**config.mk**
```make
export PLATFORM = sky130hd
export DESIGN_NAME = pio_decode_stage
export DESIGN_NICKNAME = d
export VERILOG_FILES = /design/src/rtl/pio_decode_stage.sv
export SDC_FILE = /design/constraint.sdc
export NUM_CORES = 1
export LEC_CHECK = 0
export ABC_AREA = 1
export CAP_MARGIN = 10
export CORE_MARGIN = 5
export CORE_UTILIZATION = 30
export CTS_BUF_LIST = sky130_fd_sc_hd__clkbuf_4
export DETAILED_ROUTE_END_ITERATION = 8
export GPL_ROUTABILITY_DRIVEN = 0
export HOLD_SLACK_MARGIN = 0.15
export REMOVE_ABC_BUFFERS = 1
export SYNTH_ARGS = -nofsm -noshare
export SYNTH_HDL_FRONTEND = slang
export SYNTH_SLANG_ARGS = --single-unit
```
**constraint.sdc**
```tcl
create_clock -name clk -period 1.9 [get_ports clk]
set_input_delay 0.38 -clock clk [delete_from_list [all_inputs] [get_ports clk]]
set_output_delay 0.38 -clock clk [all_outputs]
set_load 0.005 [all_outputs]
```
**src/rtl/pio_decode_stage.sv**
```systemverilog
// PIO instruction decode stage shared by several state machines: splits each instruction
// into opcode/operands/side-set/delay and enforces each SM's post-issue delay.
module pio_decode_stage #(
    parameter int NUM_SM = 4,
    parameter int SM_W   = 2
) (
    input  logic                  clk,
    input  logic                  resetn,
    input  logic                  in_valid,
    output logic                  in_ready,
    input  logic [15:0]           in_instr,
    input  logic [SM_W-1:0]       in_sm,
    input  logic [3*NUM_SM-1:0]   cfg_sideset_bits,
    input  logic [NUM_SM-1:0]     cfg_sideset_en,
    input  logic [NUM_SM-1:0]     sm_enable,
    output logic                  out_valid,
    input  logic                  out_ready,
    output logic [SM_W-1:0]       out_sm,
    output logic [2:0]            out_op,
    output logic [2:0]            out_op1,
    output logic [4:0]            out_op2,
    output logic [4:0]            out_side_set,
    output logic                  out_side_valid,
    output logic [4:0]            out_delay,
    output logic [NUM_SM-1:0]     sm_busy
);

    typedef struct packed {
        logic [4:0] side_set;
        logic       side_valid;
        logic [4:0] delay;
    } dec_t;

    // The 5-bit delay/side-set field is shared: side-set takes the top S bits, delay the rest.
    function automatic dec_t decode_f(input logic [4:0] f, input logic [2:0] bits, input logic en);
        logic [2:0] s;
        logic [2:0] sh;
        dec_t       d;
        s       = (bits > 3'd5) ? 3'd5 : bits;
        sh      = 3'd5 - s;
        d.delay = f & (5'h1f >> s);
        if (en && (s != 3'd0)) begin
            d.side_valid = f[4];
            d.side_set   = (f >> sh) & (5'h0f >> sh);
        end else begin
            d.side_valid = (s != 3'd0);
            d.side_set   = f >> sh;
        end
        return d;
    endfunction

    logic [4:0]       cnt_r [NUM_SM];
    logic             out_valid_r;
    logic [SM_W-1:0]  out_sm_r;
    logic [2:0]       out_op_r;
    logic [2:0]       out_op1_r;
    logic [4:0]       out_op2_r;
    logic [4:0]       out_side_set_r;
    logic             out_side_valid_r;
    logic [4:0]       out_delay_r;

    logic             sel_hit_s;
    logic [2:0]       sel_bits_s;
    logic             sel_en_s;
    logic             sel_enable_s;
    logic             sel_busy_s;
    logic             in_ready_s;
    logic             accept_s;
    logic             xfer_s;
    logic [NUM_SM-1:0] busy_s;
    dec_t             dec_s;

    // Per-SM busy flags from the delay counters.
    always_comb begin
        busy_s = '0;
        for (int k = 0; k < NUM_SM; k++) begin
            busy_s[k] = (cnt_r[k] != 5'd0);
        end
    end

    // Gather the issuing SM's config and status; an out-of-range index matches nothing.
    always_comb begin
        sel_hit_s    = 1'b0;
        sel_bits_s   = 3'd0;
        sel_en_s     = 1'b0;
        sel_enable_s = 1'b0;
        sel_busy_s   = 1'b0;
        for (int k = 0; k < NUM_SM; k++) begin
            logic hit;
            hit          = (in_sm == SM_W'(k));
            sel_hit_s    = sel_hit_s | hit;
            sel_bits_s   = sel_bits_s | ({3{hit}} & cfg_sideset_bits[3*k +: 3]);
            sel_en_s     = sel_en_s | (hit & cfg_sideset_en[k]);
            sel_enable_s = sel_enable_s | (hit & sm_enable[k]);
            sel_busy_s   = sel_busy_s | (hit & busy_s[k]);
        end
    end

    // Handshake: same-SM back-to-back issue only when the held instruction has no delay.
    always_comb begin
        in_ready_s = resetn && sel_hit_s && sel_enable_s && !sel_busy_s &&
                     (!out_valid_r ||
                      (out_ready && !((out_sm_r == in_sm) && (out_delay_r != 5'd0))));
        accept_s   = in_valid && in_ready_s;
        xfer_s     = out_valid_r && out_ready;
        dec_s      = decode_f(in_instr[12:8], sel_bits_s, sel_en_s);
    end

    // Output holding register.
    always_ff @(posedge clk) begin
        if (!resetn) begin
            out_valid_r      <= 1'b0;
            out_sm_r         <= '0;
            out_op_r         <= 3'd0;
            out_op1_r        <= 3'd0;
            out_op2_r        <= 5'd0;
            out_side_set_r   <= 5'd0;
            out_side_valid_r <= 1'b0;
            out_delay_r      <= 5'd0;
        end else if (accept_s) begin
            out_valid_r      <= 1'b1;
            out_sm_r         <= in_sm;
            out_op_r         <= in_instr[15:13];
            out_op1_r        <= in_instr[7:5];
            out_op2_r        <= in_instr[4:0];
            out_side_set_r   <= dec_s.side_set;
            out_side_valid_r <= dec_s.side_valid;
            out_delay_r      <= dec_s.delay;
        end else if (xfer_s) begin
            out_valid_r      <= 1'b0;
        end
    end

    // Delay counters: disable wins over a load, a load wins over the countdown.
    always_ff @(posedge clk) begin
        if (!resetn) begin
            for (int k = 0; k < NUM_SM; k++) begin
                cnt_r[k] <= 5'd0;
            end
        end else begin
            for (int k = 0; k < NUM_SM; k++) begin
                if (!sm_enable[k]) begin
                    cnt_r[k] <= 5'd0;
                end else if (xfer_s && (out_sm_r == SM_W'(k))) begin
                    cnt_r[k] <= out_delay_r;
                end else if (cnt_r[k] != 5'd0) begin
                    cnt_r[k] <= cnt_r[k] - 5'd1;
                end
            end
        end
    end

    assign in_ready       = in_ready_s;
    assign out_valid      = out_valid_r;
    assign out_sm         = out_sm_r;
    assign out_op         = out_op_r;
    assign out_op1        = out_op1_r;
    assign out_op2        = out_op2_r;
    assign out_side_set   = out_side_set_r;
    assign out_side_valid = out_side_valid_r;
    assign out_delay      = out_delay_r;
    assign sm_busy        = busy_s;

endmodule

```
Word level (Yosys, flattened, before mapping) --
Memories as Yosys holds them, arrays and structs flattened. Cells that the tools add are included. W data, S select, Z words.
Operators by class: shift-type cells 3, bitwise gates (word level) 45, add/subtract/negate cells 5, equality and inequality tests 7, order comparisons 1, muxes and demuxes 65, reduce and logical (&&, ||, !) cells 26
Operators with widths (count):
- $mux W5 | 12
- $mux W1 | 51
- $reduce_bool A5 Y1 | 5
- $or A1 B1 Y1 | 24
- $sub A5 B1 Y5 const B | 4
- $logic_and A1 B1 Y1 | 13
- $and A1 B1 Y1 | 12
- $and A3 B3 Y3 | 4
- $and A5 B5 Y5 | 2
- $or A3 B3 Y3 | 3
- $eq A2 B2 Y1 const B | 4
- $mux W6 | 1
- $shr A4 B3 Y5 const A | 1
- $shr A5 B3 Y5 | 1
- $shr A5 B3 Y5 const A | 1
- $eq A2 B1 Y1 const B | 2
- $logic_not A2 Y1 | 2
- $gt A3 B3 Y1 const B | 1
- $logic_not A1 Y1 | 3
- $mux W3 | 1
- $reduce_bool A3 Y1 | 1
- $sub A3 B3 Y3 const A | 1
- $eq A2 B2 Y1 | 1
- $reduce_bool A2 Y1 | 1
- $logic_or A1 B1 Y1 | 1
Word-level totals: register bits 25, logic and storage cells 161, output and inout port bits 30, bits of input ports 42, memories 1, memory bits (writable) 20
Memory list:
- cnt_r | depth 4, bits a word 5, rd ports 4, clocked after Yosys merged registers in 0, write ports 4, RTL line 52 | logic [4:0] cnt_r [NUM_SM];

Logic depth before layout (Yosys ltp) --
Gate-level depths: netlist of the first run.
word-level depth 11, gate-level depth with buffers 14, mapped depth without buffers 13

Worst setup path after synthesis of the first run --
OpenSTA, ideal clock, no wires.
path kind register to register, start mem cnt_r[3][0], end reg out_delay_r[1] (netlist: out_delay[1]), library setup time 0.120 ns, data arrival time 1.564 ns, required time 1.780 ns, path slack 0.216 ns, clock period less this slack 1.684 ns, buffers on the path 1, stages on the path, launching flop included 13, path through edfxtp_1 -> inv_1 -> ha_1 -> inv_1 -> nor2_1 -> nand2_1 -> a21oi_1 -> nand2_1 -> nor2_4 -> nand3_4 -> buf_2 -> o21ai_0 -> a21oi_1
RTL lines:
- from (decl) | RTL line 52
- to (signal assigned) | RTL line 128 | out_delay_r <= dec_s.delay;
- to (decl) | RTL line 60 | logic [4:0] out_delay_r;

==> results of run 1 <==
-- path summary, 6_finish.rpt --
kind | from | endpoint
hold reg to reg | out_op2[1] | out_op2[1]
hold / removal | out_op2[1] | out_op2[1]
setup reg to reg | cnt_r[3][0] | out_sm[1]
setup / recovery | cnt_r[3][0] | in_ready
-- cells in the mapped netlist --
cell / number / area [um^2]
edfxtp_1: 20 / 601
xnor2_1: 4 / 35.0
clkinv_2: 1 / 5.00
nand2_1: 95 / 357
buf_2: 3 / 15.0
o211ai_1: 1 / 7.51
o21ai_0: 24 / 120
nand3_4: 1 / 17.5
ha_1: 8 / 100
nor3_1: 7 / 35.0
nand3_1: 29 / 145
nor2_1: 28 / 105
xor2_1: 4 / 35.0
o21ai_1: 3 / 15.0
inv_2: 2 / 7.51
nand4_1: 6 / 37.5
nor2_8: 1 / 20.0
clkinv_1: 1 / 3.75
nand2_4: 1 / 11.3
o22ai_1: 9 / 56.3
dfxtp_1: 25 / 500
a21oi_1: 26 / 130
nor2_4: 7 / 78.8
clkbuf_1: 3 / 11.3
inv_4: 1 / 6.26
inv_1: 47 / 176
nand2_2: 5 / 31.3
buf_6: 3 / 33.8
-- sequential cells by signal, indices dropped and copies added (netlist names) --
name and flops:
out_op1 3, out_sm 2, out_valid 1, cnt_r 20
out_side_valid 1, out_op 3, out_op2 5, out_delay 5
out_side_set 5
-- per-layer routing --
| metal | track usage | routed length [um] |
|---|---|---|
| met3 | 0.0438 | 539 |
| met4 | 0.0274 | 58 |
| met5 | 0 | 0 |
| met1 | 0.181 | 3730 |
| met2 | 0.269 | 4360 |
-- worst register-to-register path, delay by kind of cell, from the launching register on --
| family | cells | cell delay [ps] |
|---|---|---|
| AO/OA/AOI/OAI | 3 | 320 |
| adder cells (fa/ha/maj) | 1 | 120 |
| buffers and inverters | 6 | 620 |
| flip-flops | 1 | 430 |
| AND/OR/NAND/NOR | 5 | 460 |
-- power breakdown --
part           internal, mW  switching [mW]  total (mW)
registers              1.10          0.0448        1.15
logic                 0.602           0.535        1.14
clock network         0.291           0.318       0.609
total                  1.99           0.898        2.89
-- logic make-up after synthesis --
group                    synth area share
adder cells (fa/ha/maj)            0.0371
buffers and inverters              0.0960
AND/OR/NAND/NOR                     0.311
flip-flops                          0.408
AO/OA/AOI/OAI                       0.122
XOR/XNOR                           0.0260
-- per-stage QoR --
step                hold WS [ps]  utilization
floorplan                    462            -
global placement             451        0.459
detailed placement           455        0.459
CTS                          472        0.501
global route                 491        0.522
finish                       472        0.522
-- cell type report --
class                   instances  area (um^2)  area share
repair buffers                161         1480       0.323
inverters                      52          203      0.0443
clock inverters                 2         35.0     0.00765
multi-input cells             261         1580       0.346
clock buffers                   6         45.0     0.00984
well taps                     108          135      0.0295
flip-flops and latches         45         1100       0.241
-- what timing repair did --
| action | in CTS | in global routing |
|---|---|---|
| resized for setup | 41 | 65 |
| gates cloned | 3 | 0 |
| endpoints found under the setup margin | 30 | 39 |
| setup buffers | 17 | 8 |
| hold endpoints to repair | 0 | 0 |
| pin swaps | 12 | 13 |
| hold buffers | 0 | 0 |
==> impl_metrics.toml, run 1 <==
[floorplanning]
start_util = 0.308
dieWidth_um = 105
die_area_um2 = 11000
std_cell_rows = 34
fp.dieH_um = 105
fp.coreArea_um2 = 8760
ioPinCount = 72

[detailed_routing]
drc_errors = 0
first_iter_violations = 84
firstDrtPassIters = 4
wl_per_cell_um = 13.7
num_vias = 2959
viasPerCell = 4.66
ant_nets = 0
routed_wl_um = 8680

[power]
finalPower_mw = 2.89
ir_worst_vdd_mv = 0.297
p_leak_nw = 1.96
p_per_area_nw_per_um2 = 632

[placed_design]
port_buffers = 71
dp_hpwl_um = 6390
dpl_cell_area_um2 = 4020
dp_cells = 602
place_ws_ps = -578

[final_layout]
fin_area_um2 = 4580
final_cell_mix = "nand2_1, buf_4, clkdlybuf4s50_1"
mostFrequentLayoutCell = "nand2_1"
final_cells = 635
drive_above_1_share = 0.328
fin_nets = 576
syn2layout_area_growth_pct = 69.7
antenna_cells = 0
n_fill_cell = 857

[grt]
grtUsageTotal = 0.151
grt_start_max_net_pins = 21
antenna_found_initial = 0
gr-total-overflow = 0
grt_pass1_vias = 2920
grt_pass1_wl_um = 13800

[clocking]
cts_max_path_buffers = 2
cts-buffers-inserted = 5
clock_sinks = 45
clk_latency_ps = 360
cts-root-buf = "clkbuf_4"
cts_tree = "built"
clk_pin_slew_worst_paths_ps = 150
h-tree-depth = 2

[setup_path]
r2r_slack_ps = -160
path_buf_inv = 4
cp.depth = 11
crit_path_max_fanout = 2
crit_type = "reg -> out"
cpPeakStageDelay_ps = 430
critPathLaunchType = "flip-flop"
crit_required_ps = 1520
critPathArrivalTime_ps = 1720
crit_chain = "inv_2 > ha_4 > inv_2 > nor2_2 > nand2_2 > a21oi_2 > nand2_2 > nor2_4 > nand2_1 > inv_1 > buf_2"
r2r_cells = 15
cp-end-kind = "output port"
crit_family = "flip-flops"
cp_slowest_cell = "edfxtp_1"

[synth]
syn_area_um2 = 2700
yosys_warnings = 0
avgSynthCellArea_um2 = 7.39
synth_seq_cells = 45
synth.distinct_cells = 28
syn_inst = 365
ys_seq_area_frac = 0.408

[sta]
setup_violations = 25
max_freq_mhz = 475
worstMarginPinSlew_ps = 330
clock_skew_ps = 17.5
slew_viol_final = 0
slew_headroom = 0.779
post-route-period-util = 1.11
period_needed_ps = 2100
fin_ws_ps = -204
final.setup.tns_ps = -2910
rsz0062_at_grt = "yes"
hold_viol_final = 0

[hold_path]
hold_class = "reg -> reg"
min_path_cells = 2

[status]
violations = "setup timing"
status = "complete, but fails checks"

[job]
max_cap_violations = 0
(Power assumes the default switching activity.)
==> inputs of run 2 (changes only) <==
ABC_AREA = not set   (was 1)
CORE_UTILIZATION = 50   (was 30)
PLACE_DENSITY = 0.82   (was not set)
==> run 2 against run 1 <==
Effect of this change:
- the flow still finishes with violations (setup timing)
- synthesized cell count down 20%
- global-route usage up 12 points
- clock-buffer cell count unchanged
- sequential power up 31%
- sequential share of layout area down 0.28 points
- non-clock buffer count unchanged
- flip-flop and latch count unchanged
- synthesized area down 1.8%
- worst hold slack better by 29 ps
- total power up 94%
- clock power down 21%
==> impl_metrics.toml, run 2 <==
[power]
p_per_area_nw_per_um2 = 1210
p_comb_frac = 0.643
p_clk_frac = 0.086
finalPower_mw = 5.60
swShare = 0.388
switchingPower_mw = 2.18
power.internal_mw = 3.43
seq_power_share = 0.270
ir_worst_vdd_mv = 0.988
p_leak_nw = 1.79

[sta]
holdWs_ps = 501
final.setup.tns_ps = -13290
slew_viol_final = 0
slew_headroom = 0.653
post-route-period-util = 1.36
rsz0062_at_grt = "yes"
period_needed_ps = 2580
max_freq_mhz = 387
clock_skew_ps = 22.6
worstMarginPinSlew_ps = 520
fin_ws_ps = -681
setup_violations = 41
hold_viol_final = 0

[synth]
synth_seq_cells = 45
yosysTopAreaCell = "edfxtp_1"
synthTopCellsByArea = "edfxtp_1, dfxtp_1, nand2_1"
yosys_warnings = 0
synth.distinct_cells = 49
synth_edf_count = 20
syn_area_um2 = 2650
synth-main-ff-cell = "dfxtp_1"
yosys-top-cells-count = "nand2_1, a21oi_1, dfxtp_1, o21ai_0, o21ai_1"
ys_seq_area_frac = 0.416
synthArstFlopShare = 0
synth_top_area_share = 0.227
syn_inst = 293
synth.most_common_cell = "nand2_1"
avgSynthCellArea_um2 = 9.04

[setup_path]
cpPeakStageDelay_ps = 490
critPathArrivalTime_ps = 2200
cp-end-kind = "output port"
reg2reg_to = "out_side_set[4]"
crit_path_max_fanout = 2
critPathLaunchType = "flip-flop"
crit_chain = "inv_2 > ha_4 > or4b_4 > nand3b_1 > nand4_1 > nor2_4 > buf_2"
crit_start = "cnt_r[1][0]"
r2r-start = "cnt_r[1][0]"
r2r_slack_ps = -560
crit_type = "reg -> out"
crit_end = "in_ready"
cp_slowest_cell = "or4b_4"
crit_required_ps = 1520
r2r_cells = 10

[grt]
grt_pass1_vias = 2968
grt_pass1_wl_um = 13900
gr-total-overflow = 0
antenna_found_initial = 0
grt_start_max_net_pins = 24
grtUsageTotal = 0.268

[placed_design]
dp_hpwl_um = 6050
dp_cells = 484
dpl_cell_area_um2 = 3890
port_buffers = 71
place_ws_ps = -685

[clocking]
cts-buffers-inserted = 5
cts_max_path_buffers = 2
cts-root-buf = "clkbuf_4"
clk_latency_ps = 380
cts_tree = "built"
clock_sinks = 45
h-tree-depth = 2
clk_pin_slew_worst_paths_ps = 150

[floorplanning]
dieWidth_um = 82.8
start_util = 0.515
ioPinCount = 72
std_cell_rows = 26
die_area_um2 = 6850
fp.coreArea_um2 = 5140
fp.dieH_um = 82.8

[final_layout]
largest_register_ffs = 20
fin_nets = 495
fin_area_um2 = 4630
antenna_cells = 0
final_cells = 516
post-route-util = 0.901
mostFrequentLayoutCell = "buf_4"
final_cell_mix = "buf_4, clkdlybuf4s50_1, nand2_1"
n_fill_cell = 211
top_register = "cnt_r"
syn2layout_area_growth_pct = 74.8
drive_above_1_share = 0.401

[detailed_routing]
firstDrtPassIters = 7
wl_per_cell_um = 23.1
viasPerCell = 6.41
num_vias = 3305
first_iter_violations = 417
ant_nets = 0
routed_wl_um = 11900
drc_errors = 0

[hold_path]
hold_class = "reg -> reg"

[status]
violations = "setup timing"
status = "complete, but fails checks"

[job]
max_cap_violations = 0
==> run 2: cell types whose count changed after synthesis, sizes merged, moves of 5 or more <==
cell	change
nand3	-11
clkbuf	+5
and3	+7
o2111ai	+5
mux2	+5
o21ai	+15
xnor2	+6
mux2i	+6
nor2	-24
nand2	-65
o22ai	-9
inv	-35
==> run 2: power by group through the flow <==
stage          clock [mW]  sequential [mW]  combinational [mW]
6_report            0.484             1.51                3.60
2_1_floorplan           0             1.47                1.07
4_1_cts             0.467             1.48                2.87
3_5_place_dp            0             1.45                2.51
5_1_grt             0.516             1.54                3.82
3_3_place_gp            0             1.43                2.43
==> run 2: area by class of cell <==
| cell class | instances | area (um^2) | area share |
|---|---|---|---|
| inverters | 15 | 58.8 | 0.0127 |
| flip-flops and latches | 45 | 1100 | 0.238 |
| clock inverters | 2 | 10.0 | 0.00216 |
| multi-input cells | 217 | 1790 | 0.387 |
| clock buffers | 6 | 45.0 | 0.00973 |
| repair buffers | 161 | 1540 | 0.332 |
| well taps | 70 | 87.6 | 0.0189 |
==> run 2: cell families (layout without fill, tap and decap cells) <==
logic type / Yosys count / count (layout) / synth area share
and+or+nand+nor: 97 / 97 / 0.187
AOI/OAI and AO/OA: 84 / 84 / 0.187
DFF: 45 / 45 / 0.416
buffers and inverters: 31 / 184 / 0.0543
xor gates and xnor gates: 14 / 14 / 0.0463
muxes: 14 / 14 / 0.0723
adders and majority gates: 8 / 8 / 0.0378
==> run 2: worst max-delay path, delay by kind of cell, from the launching register on <==
| family | cells | cell delay, ps |
|---|---|---|
| adders and majority gates | 1 | 140 |
| and+or+nand+nor | 4 | 930 |
| buffers and inverters | 2 | 260 |
| DFF | 1 | 480 |
==> run 2: worst min-delay path by stage <==
| stage | start | to | slack, ps | cells after the start |
|---|---|---|---|---|
| floorplan | out_side_set[0] | out_side_set[0] | 450 | 2 |
| global placement | out_side_set[0] | out_side_set[0] | 450 | 2 |
| detailed placement | out_side_set[0] | out_side_set[0] | 470 | 2 |
| CTS | out_side_set[0] | out_side_set[0] | 490 | 2 |
| global route | out_side_set[0] | out_side_set[0] | 510 | 2 |
| finish | out_side_set[0] | out_side_set[0] | 500 | 2 |
==> run 2: what timing repair did <==
action,CTS,global route
pin swaps,5,44
setup buffers,11,11
gates cloned,0,7
gates resized for setup,44,70
hold buffers,0,0
endpoints found under the setup margin,40,40
==> run 2: per-layer routing <==
| layer | global-route usage | wire (um) |
|---|---|---|
| met2 | 0.495 | 5910 |
| met1 | 0.298 | 4230 |
| met4 | 0.0817 | 573 |
| met3 | 0.0724 | 1190 |
| met5 | 0 | 0 |
